`src/rtl/regfile_pkg.sv`:
```
// Shared constants and helpers for the multi-port register file and its scoreboard.
package regfile_pkg;

  localparam int DEF_DATA_W   = 32;
  localparam int DEF_NUM_REGS = 32;

  localparam int ZERO_REG_OFF = 0;
  localparam int ZERO_REG_ON  = 1;
  localparam int BYPASS_OFF   = 0;
  localparam int BYPASS_ON    = 1;

  function automatic int clog2(input int n);
    int r;
    r = 0;
    while ((1 << r) < n) r++;
    return r;
  endfunction

endpackage

```
`src/rtl/regfile_scoreboard.sv`:
```
// Per-register busy scoreboard: reservations from decode, clears from writeback,
// and a one-cycle error pulse when decode reserves an already-busy register.
module regfile_scoreboard
  import regfile_pkg::*;
#(
  parameter int NUM_REGS = DEF_NUM_REGS,
  parameter int NUM_WR   = 2,
  parameter int ZERO_REG = ZERO_REG_ON,
  parameter int AW       = clog2(NUM_REGS)
) (
  input  logic                 clk,
  input  logic                 rst_n,
  input  logic [NUM_WR-1:0]    wr_en_i,
  input  logic [NUM_WR*AW-1:0] wr_addr_i,
  input  logic [NUM_WR-1:0]    wr_clr_i,
  input  logic                 rsv_en_i,
  input  logic [AW-1:0]        rsv_addr_i,
  output logic [NUM_REGS-1:0]  busy_o,
  output logic                 rsv_err_o
);

  logic [NUM_REGS-1:0] busy_q, busy_d;
  logic [NUM_REGS-1:0] clr_vec, rsv_vec;
  logic                rsv_err_q, rsv_err_d;
  logic                rsv_zero;

  assign rsv_zero = (ZERO_REG != 0) && (rsv_addr_i == '0);

  always_comb begin
    clr_vec = '0;
    rsv_vec = '0;
    for (int j = 0; j < NUM_WR; j++) begin
      for (int r = 0; r < NUM_REGS; r++) begin
        if (wr_en_i[j] && wr_clr_i[j] && (wr_addr_i[j*AW +: AW] == AW'(r)))
          clr_vec[r] = 1'b1;
      end
    end
    for (int r = 0; r < NUM_REGS; r++) begin
      if (rsv_en_i && (rsv_addr_i == AW'(r)))
        rsv_vec[r] = 1'b1;
    end
    // A same-cycle reserve represents a new producer, so it overrides the clear.
    busy_d = (busy_q & ~clr_vec) | rsv_vec;
    if (ZERO_REG != 0) busy_d[0] = 1'b0;
    rsv_err_d = rsv_en_i && busy_q[rsv_addr_i] && !clr_vec[rsv_addr_i] && !rsv_zero;
  end

  always_ff @(posedge clk or negedge rst_n) begin
    if (!rst_n) begin
      busy_q    <= '0;
      rsv_err_q <= 1'b0;
    end else begin
      busy_q    <= busy_d;
      rsv_err_q <= rsv_err_d;
    end
  end

  assign busy_o    = busy_q;
  assign rsv_err_o = rsv_err_q;

endmodule

```
`src/rtl/regfile_mp.sv`:
```
// Multi-port register file: N combinational read ports with optional write bypass,
// M write ports (highest port wins), optional hardwired-zero r0, busy scoreboard.
module regfile_mp
  import regfile_pkg::*;
#(
  parameter int DATA_W   = DEF_DATA_W,
  parameter int NUM_REGS = DEF_NUM_REGS,
  parameter int NUM_RD   = 2,
  parameter int NUM_WR   = 2,
  parameter int ZERO_REG = ZERO_REG_ON,
  parameter int BYPASS   = BYPASS_ON
) (
  input  logic                         clk,
  input  logic                         rst_n,
  input  logic [NUM_RD*clog2(NUM_REGS)-1:0] rd_addr,
  output logic [NUM_RD*DATA_W-1:0]     rd_data,
  output logic [NUM_RD-1:0]            rd_busy,
  input  logic [NUM_WR-1:0]            wr_en,
  input  logic [NUM_WR*clog2(NUM_REGS)-1:0] wr_addr,
  input  logic [NUM_WR*DATA_W-1:0]     wr_data,
  input  logic [NUM_WR-1:0]            wr_clr,
  input  logic                         rsv_en,
  input  logic [clog2(NUM_REGS)-1:0]   rsv_addr,
  output logic                         rsv_err,
  output logic [NUM_REGS-1:0]          busy_vec
);

  localparam int AW = clog2(NUM_REGS);

  logic [DATA_W-1:0] mem_q [NUM_REGS];

  // Later ports are applied last, so port NUM_WR-1 wins a same-address conflict.
  always_ff @(posedge clk or negedge rst_n) begin
    if (!rst_n) begin
      for (int r = 0; r < NUM_REGS; r++) mem_q[r] <= '0;
    end else begin
      for (int j = 0; j < NUM_WR; j++) begin
        if (wr_en[j] && !((ZERO_REG != 0) && (wr_addr[j*AW +: AW] == '0)))
          mem_q[wr_addr[j*AW +: AW]] <= wr_data[j*DATA_W +: DATA_W];
      end
    end
  end

  // Bypass is gated by rst_n so reads stay zero while reset is held.
  always_comb begin
    rd_data = '0;
    rd_busy = '0;
    for (int i = 0; i < NUM_RD; i++) begin
      rd_data[i*DATA_W +: DATA_W] = mem_q[rd_addr[i*AW +: AW]];
      if ((BYPASS != 0) && rst_n) begin
        for (int j = 0; j < NUM_WR; j++) begin
          if (wr_en[j] && (wr_addr[j*AW +: AW] == rd_addr[i*AW +: AW]))
            rd_data[i*DATA_W +: DATA_W] = wr_data[j*DATA_W +: DATA_W];
        end
      end
      if ((ZERO_REG != 0) && (rd_addr[i*AW +: AW] == '0))
        rd_data[i*DATA_W +: DATA_W] = '0;
      rd_busy[i] = busy_vec[rd_addr[i*AW +: AW]];
    end
  end

  regfile_scoreboard #(
    .NUM_REGS (NUM_REGS),
    .NUM_WR   (NUM_WR),
    .ZERO_REG (ZERO_REG),
    .AW       (AW)
  ) u_scoreboard (
    .clk        (clk),
    .rst_n      (rst_n),
    .wr_en_i    (wr_en),
    .wr_addr_i  (wr_addr),
    .wr_clr_i   (wr_clr),
    .rsv_en_i   (rsv_en),
    .rsv_addr_i (rsv_addr),
    .busy_o     (busy_vec),
    .rsv_err_o  (rsv_err)
  );

endmodule
```
`config.mk`:
```
export PLATFORM = sky130hd
export DESIGN_NAME = regfile_mp
export DESIGN_NICKNAME = d
export VERILOG_FILES = /design/src/rtl/regfile_pkg.sv /design/src/rtl/regfile_scoreboard.sv /design/src/rtl/regfile_mp.sv
export SDC_FILE = /design/constraint.sdc
export NUM_CORES = 2
export LEC_CHECK = 0
export ABC_CLOCK_PERIOD_IN_PS = 5900
export CORE_MARGIN = 1
export CORE_UTILIZATION = 35
export CTS_CLUSTER_DIAMETER = 30
export DETAILED_ROUTE_END_ITERATION = 10
export HOLD_SLACK_MARGIN = 0.06
export PLACE_DENSITY = 0.47
export SLEW_MARGIN = 25
export SYNTH_ARGS = -nofsm -noshare
export SYNTH_HDL_FRONTEND = slang
export SYNTH_SLANG_ARGS = --single-unit
```
`constraint.sdc`:
```
create_clock -name clk -period 5.9 [get_ports clk]
set_input_delay 0.885 -clock clk [delete_from_list [all_inputs] [get_ports clk]]
set_output_delay 0.885 -clock clk [all_outputs]
set_load 0.01 [all_outputs]
```
# After elaboration in Yosys (flattened, before gate mapping)

Index checks and enable logic that the tools add are counted.

Register bits: 1056
Input bits: 96
Output and inout bits: 99
Word-level logic and storage cells: 391

Magnitude comparators: 9
Eq/ne operators: 97
Muxes and demuxes: 126
Bitwise operators: 7
Reduce and logical (&&, ||, !) cells: 118

Operators by type and width:

| kind               | number |
|---|---|
| $bwmux 1024        | 2 |
| $mux 1024          | 2 |
| $mux 32            | 14 |
| $bmux 32 s5        | 2 |
| $demux 32 s5       | 2 |
| $eq 5x5->1 const B | 48 |
| $eq 5x4->1 const B | 24 |
| $logic_and 1x1->1  | 109 |
| $mux 1             | 100 |
| $eq 5x3->1 const B | 12 |
| $and 32x32->32     | 1 |
| $not 32->32        | 1 |
| $or 32x32->32      | 1 |
| $eq 5x2->1 const B | 6 |
| $logic_not 5->1    | 5 |
| $ge 6x6->1 const B | 4 |
| $not 5->6          | 4 |
| $bmux 1 s5         | 4 |
| $eq 5x5->1         | 4 |
| $lt 5x6->1 const B | 3 |
| $eq 5x1->1 const B | 3 |
| $lt 6x1->1 const B | 2 |
| $logic_not 1->1    | 4 |

# Longest topological paths before layout

Depth in word-level cells: 9
Depth in mapped cells: 10
Mapped depth without buffers: 6

# Modules after synthesis

A second synthesis with hierarchy kept.

Cells, all modules: 7217
Area, all modules: 68413.1 um^2

Modules (own cells, without submodules):

| module             | instances | cells each | area an instance (um^2) | sequential area each (um^2) |
|---|---|---|---|---|
| regfile_mp         | 1         | 6951       | 65907.0                 | 25624.6 |
| regfile_scoreboard | 1         | 266        | 2506.2                  | 800.8 |

# Least setup slack after synthesis

No wires, ideal clock.

Path kind: input port to output port
Start point: input port rd_addr[0]
End point: output port rd_data[12]
Arrival: 2.709 ns
Required time: 5.015 ns
Path slack: 2.306 ns
Cell stages on the path: 7
Buffers on the path: 3
Cell sequence: buf_2 buf_6 buf_2 mux4_2 mux4_2 a21oi_1 o22ai_1

Cells in the longest elaborated chain, start to end: 8
Elaborated cells between the ends (all ways): 13
Classes of those cells: eq/ne (2); mux (7); bitwise (1); reduce/logical (3)

RTL lines:

| item                                        | line             | RTL |
|---|---|---|
| from (decl)                                 | regfile_mp.sv:15 | `input logic [NUM_RD*clog2(NUM_REGS)-1:0] rd_addr,` |
| $not 5->6 (not written as such)             | regfile_mp.sv:49 | `rd_data[i*DATA_W +: DATA_W] = mem_q[rd_addr[i*AW +: AW]];` |
| $bmux 32 s5                                 | regfile_mp.sv:49 |  |
| $mux 32 (not written as such) (2 in series) | regfile_mp.sv:49 |  |
| $mux 32 (2 in series)                       | regfile_mp.sv:52 | `if (wr_en[j] && (wr_addr[j*AW +: AW] == rd_addr[i*AW +: AW]))` |
| $mux 32                                     | regfile_mp.sv:50 | `if ((BYPASS != 0) && rst_n) begin` |
| $mux 32 *                                   | regfile_mp.sv:56 | `if ((ZERO_REG != 0) && (rd_addr[i*AW +: AW] == '0))` |
| to (decl)                                   | regfile_mp.sv:16 | `output logic [NUM_RD*DATA_W-1:0] rd_data,` |

Every way passes the cells marked *; elsewhere a longest branch is shown, timed or not. The select of a mux whose other input is x is not followed.

# Final worst setup path

Start point: input port wr_addr[2]
End point: output port rd_data[21]

Cells in the longest elaborated chain, start to end: 6

RTL lines:

| item                  | line             | RTL |
|---|---|---|
| from (decl)           | regfile_mp.sv:19 | `input logic [NUM_WR*clog2(NUM_REGS)-1:0] wr_addr,` |
| $eq 5x5->1            | regfile_mp.sv:52 |  |
| $logic_and 1x1->1     | regfile_mp.sv:52 |  |
| $mux 32 (2 in series) | regfile_mp.sv:52 |  |
| $mux 32               | regfile_mp.sv:50 |  |
| $mux 32               | regfile_mp.sv:56 |  |

No other way between the ends.

==> flow_summary.yaml <==
logic_synthesis:
  synthesis.nets: 6307
  syn_inst: 6211
  synth_ff_type: "dfrtp_1"
  synth-seq-area-share_pct: 39.4
  yosysWarnings: 0
  avgSynthCellArea_sq_um: 10.8
  synth_cell_types: 68
  ys_async_sr_fraction_pct: 100
  syn_area_sq_um: 67100
  synth_edf_count: 0
  ys_seq_elements: 1056
worst_setup_path:
  reg2reg_depth: 6
  critPathLaunch: "wr_addr[2]"
  crit_type: "input port to primary output"
  rr_startpoint: "u_scoreboard.busy_o[9]"
  cp-start-kind: "input port"
  worstPathRequired_ps: 5020
  reg2reg_to: "u_scoreboard.rsv_err_o"
  critPathMaxFanout: 14
  worstPathCellList: "clkdlybuf4s50_1, xor2_1, nor4_1, and3_1, nor2b_4, buf_12, a22oi_1, o22ai_1, buf_4, clkdlybuf4s50_1"
  arrival_ps: 4820
  r2r_slack_ps: 3550
  slowest_delay_ps: 790
  crit_path_frequent_cell: "clkdlybuf4s50_1"
  cp_slowest_cell: "nor2b_4"
  crit_path_end_kind: "primary output"
  endpoint: "rd_data[21]"
placed_design:
  portBuffers: 193
  dp_hpwl_mm: 172
  gp_congestion: 0.919
  placed_area_sq_um: 71700
layout:
  finalNetCount: 6277
  final_common_cell: "mux2i_1"
  final_core_util_pct: 43.4
  layout_common_cells: "mux2i_1, dfrtp_1, a21oi_1, nor2_1, mux4_2"
  stdcell_area_sq_um: 82600
  drive_above_1_share_pct: 23.0
  syn_to_final_growth_pct: 23.1
sta:
  rsz0062_at_grt: "no"
  min_period_over_period_pct: 96.7
  finalHoldViolations: 0
  max_freq_mhz: 175
  slew_violations: 0
  setup_tns_ps: 0
  finalClockSkew_ps: 18.7
  fin_crit_ps: 5710
  worst_pin_slew_ps: 1170
  hold_ws_ps: 388
  slew_headroom_pct: 22.1
  finalSetupViolations: 0
global_route:
  grt_pass1_vias: 53409
  gr-total-overflow: 0
  grt_usage_pct: 30.3
  antenna_found_initial: 6
  grt_pass1_wl_mm: 419
  grt_max_degree: 163
route:
  viasPerCell: 6.05
  ant_nets: 0
  via_count: 54037
  drtIter0Drc: 5961
  routedWlPerCell_um: 33.0
  totalWireLength_mm: 295
  drcViolationCount: 0
  drt_first_pass_iters: 6
run_status:
  status: "finished, final reports clean"
floorplan:
  io_pins: 195
  die_w_um: 440
  core_area_sq_um: 190000
  start_util_pct: 35.3
  dieArea_sq_um: 194000
  die_y_um: 440
  rows: 160
clock_network:
  cts-root-buf: "clkbuf_16"
  cts_tree: "yes"
  clkTransAtPathRegs_ps: 40
  htree_levels: 5
  clk_latency_ps: 890
  cts_sinks: 1056
  clockBufferDepth: 4
  cts_buffers: 322
  post-cts-setup-buffers: 0
power:
  ir_worst_vdd_uv: 304
  totalPowerFinal_w: 0.0349
  leakage_nw: 32.9
  power.density_nw_per_um2: 422
worst_hold_path:
  hold_path_class: "flop to flop"
flow_run:
  cap_violations: 0
[cell families after synthesis]
kind of cell / after synthesis / synth area share [%]
XOR/XNOR: 20 / 0.261
AND/OR/NAND/NOR: 1235 / 7.42
AO/OA/AOI/OAI: 1348 / 10.9
buffers and inverters: 834 / 5.29
multiplexers: 1717 / 36.8
other: 1 / 0.00559
flip-flops: 1056 / 39.4
[stage by stage]
step	worst slack [ps]	std cells
detailed placement	309	8364
CTS	308	8926
global route	261	8930
global placement	281	8363
finish	193	8930
floorplan	2310	6211
[how the worst min path moves through the flow]
| stage | from | endpoint | cells past startpoint |
|---|---|---|---|
| floorplan | mem_q[1000] | mem_q[1000] | 1 |
| global placement | mem_q[996] | mem_q[996] | 0 |
| detailed placement | mem_q[1005] | mem_q[1005] | 0 |
| CTS | mem_q[1005] | mem_q[1005] | 0 |
| global route | mem_q[998] | mem_q[998] | 0 |
| finish | mem_q[1005] | mem_q[1005] | 0 |
[metal layers]
metal	share of wire (%)	wire length (um)	vias to the layer above	global-route usage [%]
met3	7.6	22400	693	6.01
met4	5.3	15500	0	14.8
met1	41	120000	27722	39.7
met2	47	138000	2735	47.9
met5	0	0	-	0
li1	-	-	22887	-
[worst max-delay path, delay by kind of cell]
family                 cells  cell delay [ps]
AO/OA/AOI/OAI              2              670
AND/OR/NAND/NOR            3             1250
XOR/XNOR                   1              290
buffers and inverters      4             1720
[report_power, final]
| group | internal (W) | switching (W) |
|---|---|---|
| sequential | 0.00917 | 0.00154 |
| combinational | 0.00379 | 0.00311 |
| clock | 0.0123 | 0.00501 |
[flip-flops by register name, indices dropped and copies added (netlist names)]
name and cells:
mem_q 1024, u_scoreboard.busy_o 31, u_scoreboard.rsv_err_o 1
[cell type report]
type | count | area, sq um
Clock inverter | 125 | 1620
Tap cell | 2511 | 3140
Inverter | 21 | 78.8
Antenna cell | 1 | 2.50
Fill cell | 17648 | 108000
Sequential cell | 1056 | 26400
Clock buffer | 436 | 9170
Multi-Input combinational cell | 4321 | 37700
Timing Repair Buffer | 459 | 4530
[synthesized netlist by cell type (3+ instances only)]
cell type / count / area share [%]
or2_2: 7 / 0.065
nand2_2: 3 / 0.028
o22ai_1: 138 / 1.3
nand3b_1: 9 / 0.10
mux2_2: 3 / 0.050
nand2b_1: 16 / 0.15
nand4_1: 4 / 0.037
or3b_2: 3 / 0.039
and2_1: 3 / 0.028
nor2_2: 6 / 0.056
nor2_1: 636 / 3.6
nor2b_1: 13 / 0.12
o32ai_1: 9 / 0.12
clkbuf_2: 31 / 0.23
a32oi_1: 3 / 0.039
a21oi_1: 649 / 4.8
a22oi_1: 69 / 0.77
mux2i_1: 1113 / 17
buf_2: 164 / 1.2
buf_4: 41 / 0.46
o221ai_1: 3 / 0.039
o22a_1: 4 / 0.052
and3_1: 8 / 0.075
o21ai_1: 32 / 0.24
xor2_1: 16 / 0.21
nor4_1: 7 / 0.065
a2111oi_0: 3 / 0.039
mux4_2: 601 / 20
buf_1: 101 / 0.56
nand3_1: 14 / 0.10
clkbuf_1: 473 / 2.6
xnor2_1: 4 / 0.052
nand2_1: 479 / 2.7
dfrtp_1: 1056 / 39
a22o_1: 8 / 0.10
o21ai_0: 408 / 3.0
or3_1: 3 / 0.028
nand4b_1: 5 / 0.065
buf_6: 3 / 0.050
nor3_1: 7 / 0.052
inv_1: 20 / 0.11
[timing repair]
| item | 4_1_cts | 5_1_grt |
|---|---|---|
| endpoints found under the hold margin | 59 | 0 |
| resized for setup | 0 | 0 |
| hold buffers | 1 | 0 |
(Power assumes the default switching activity.)
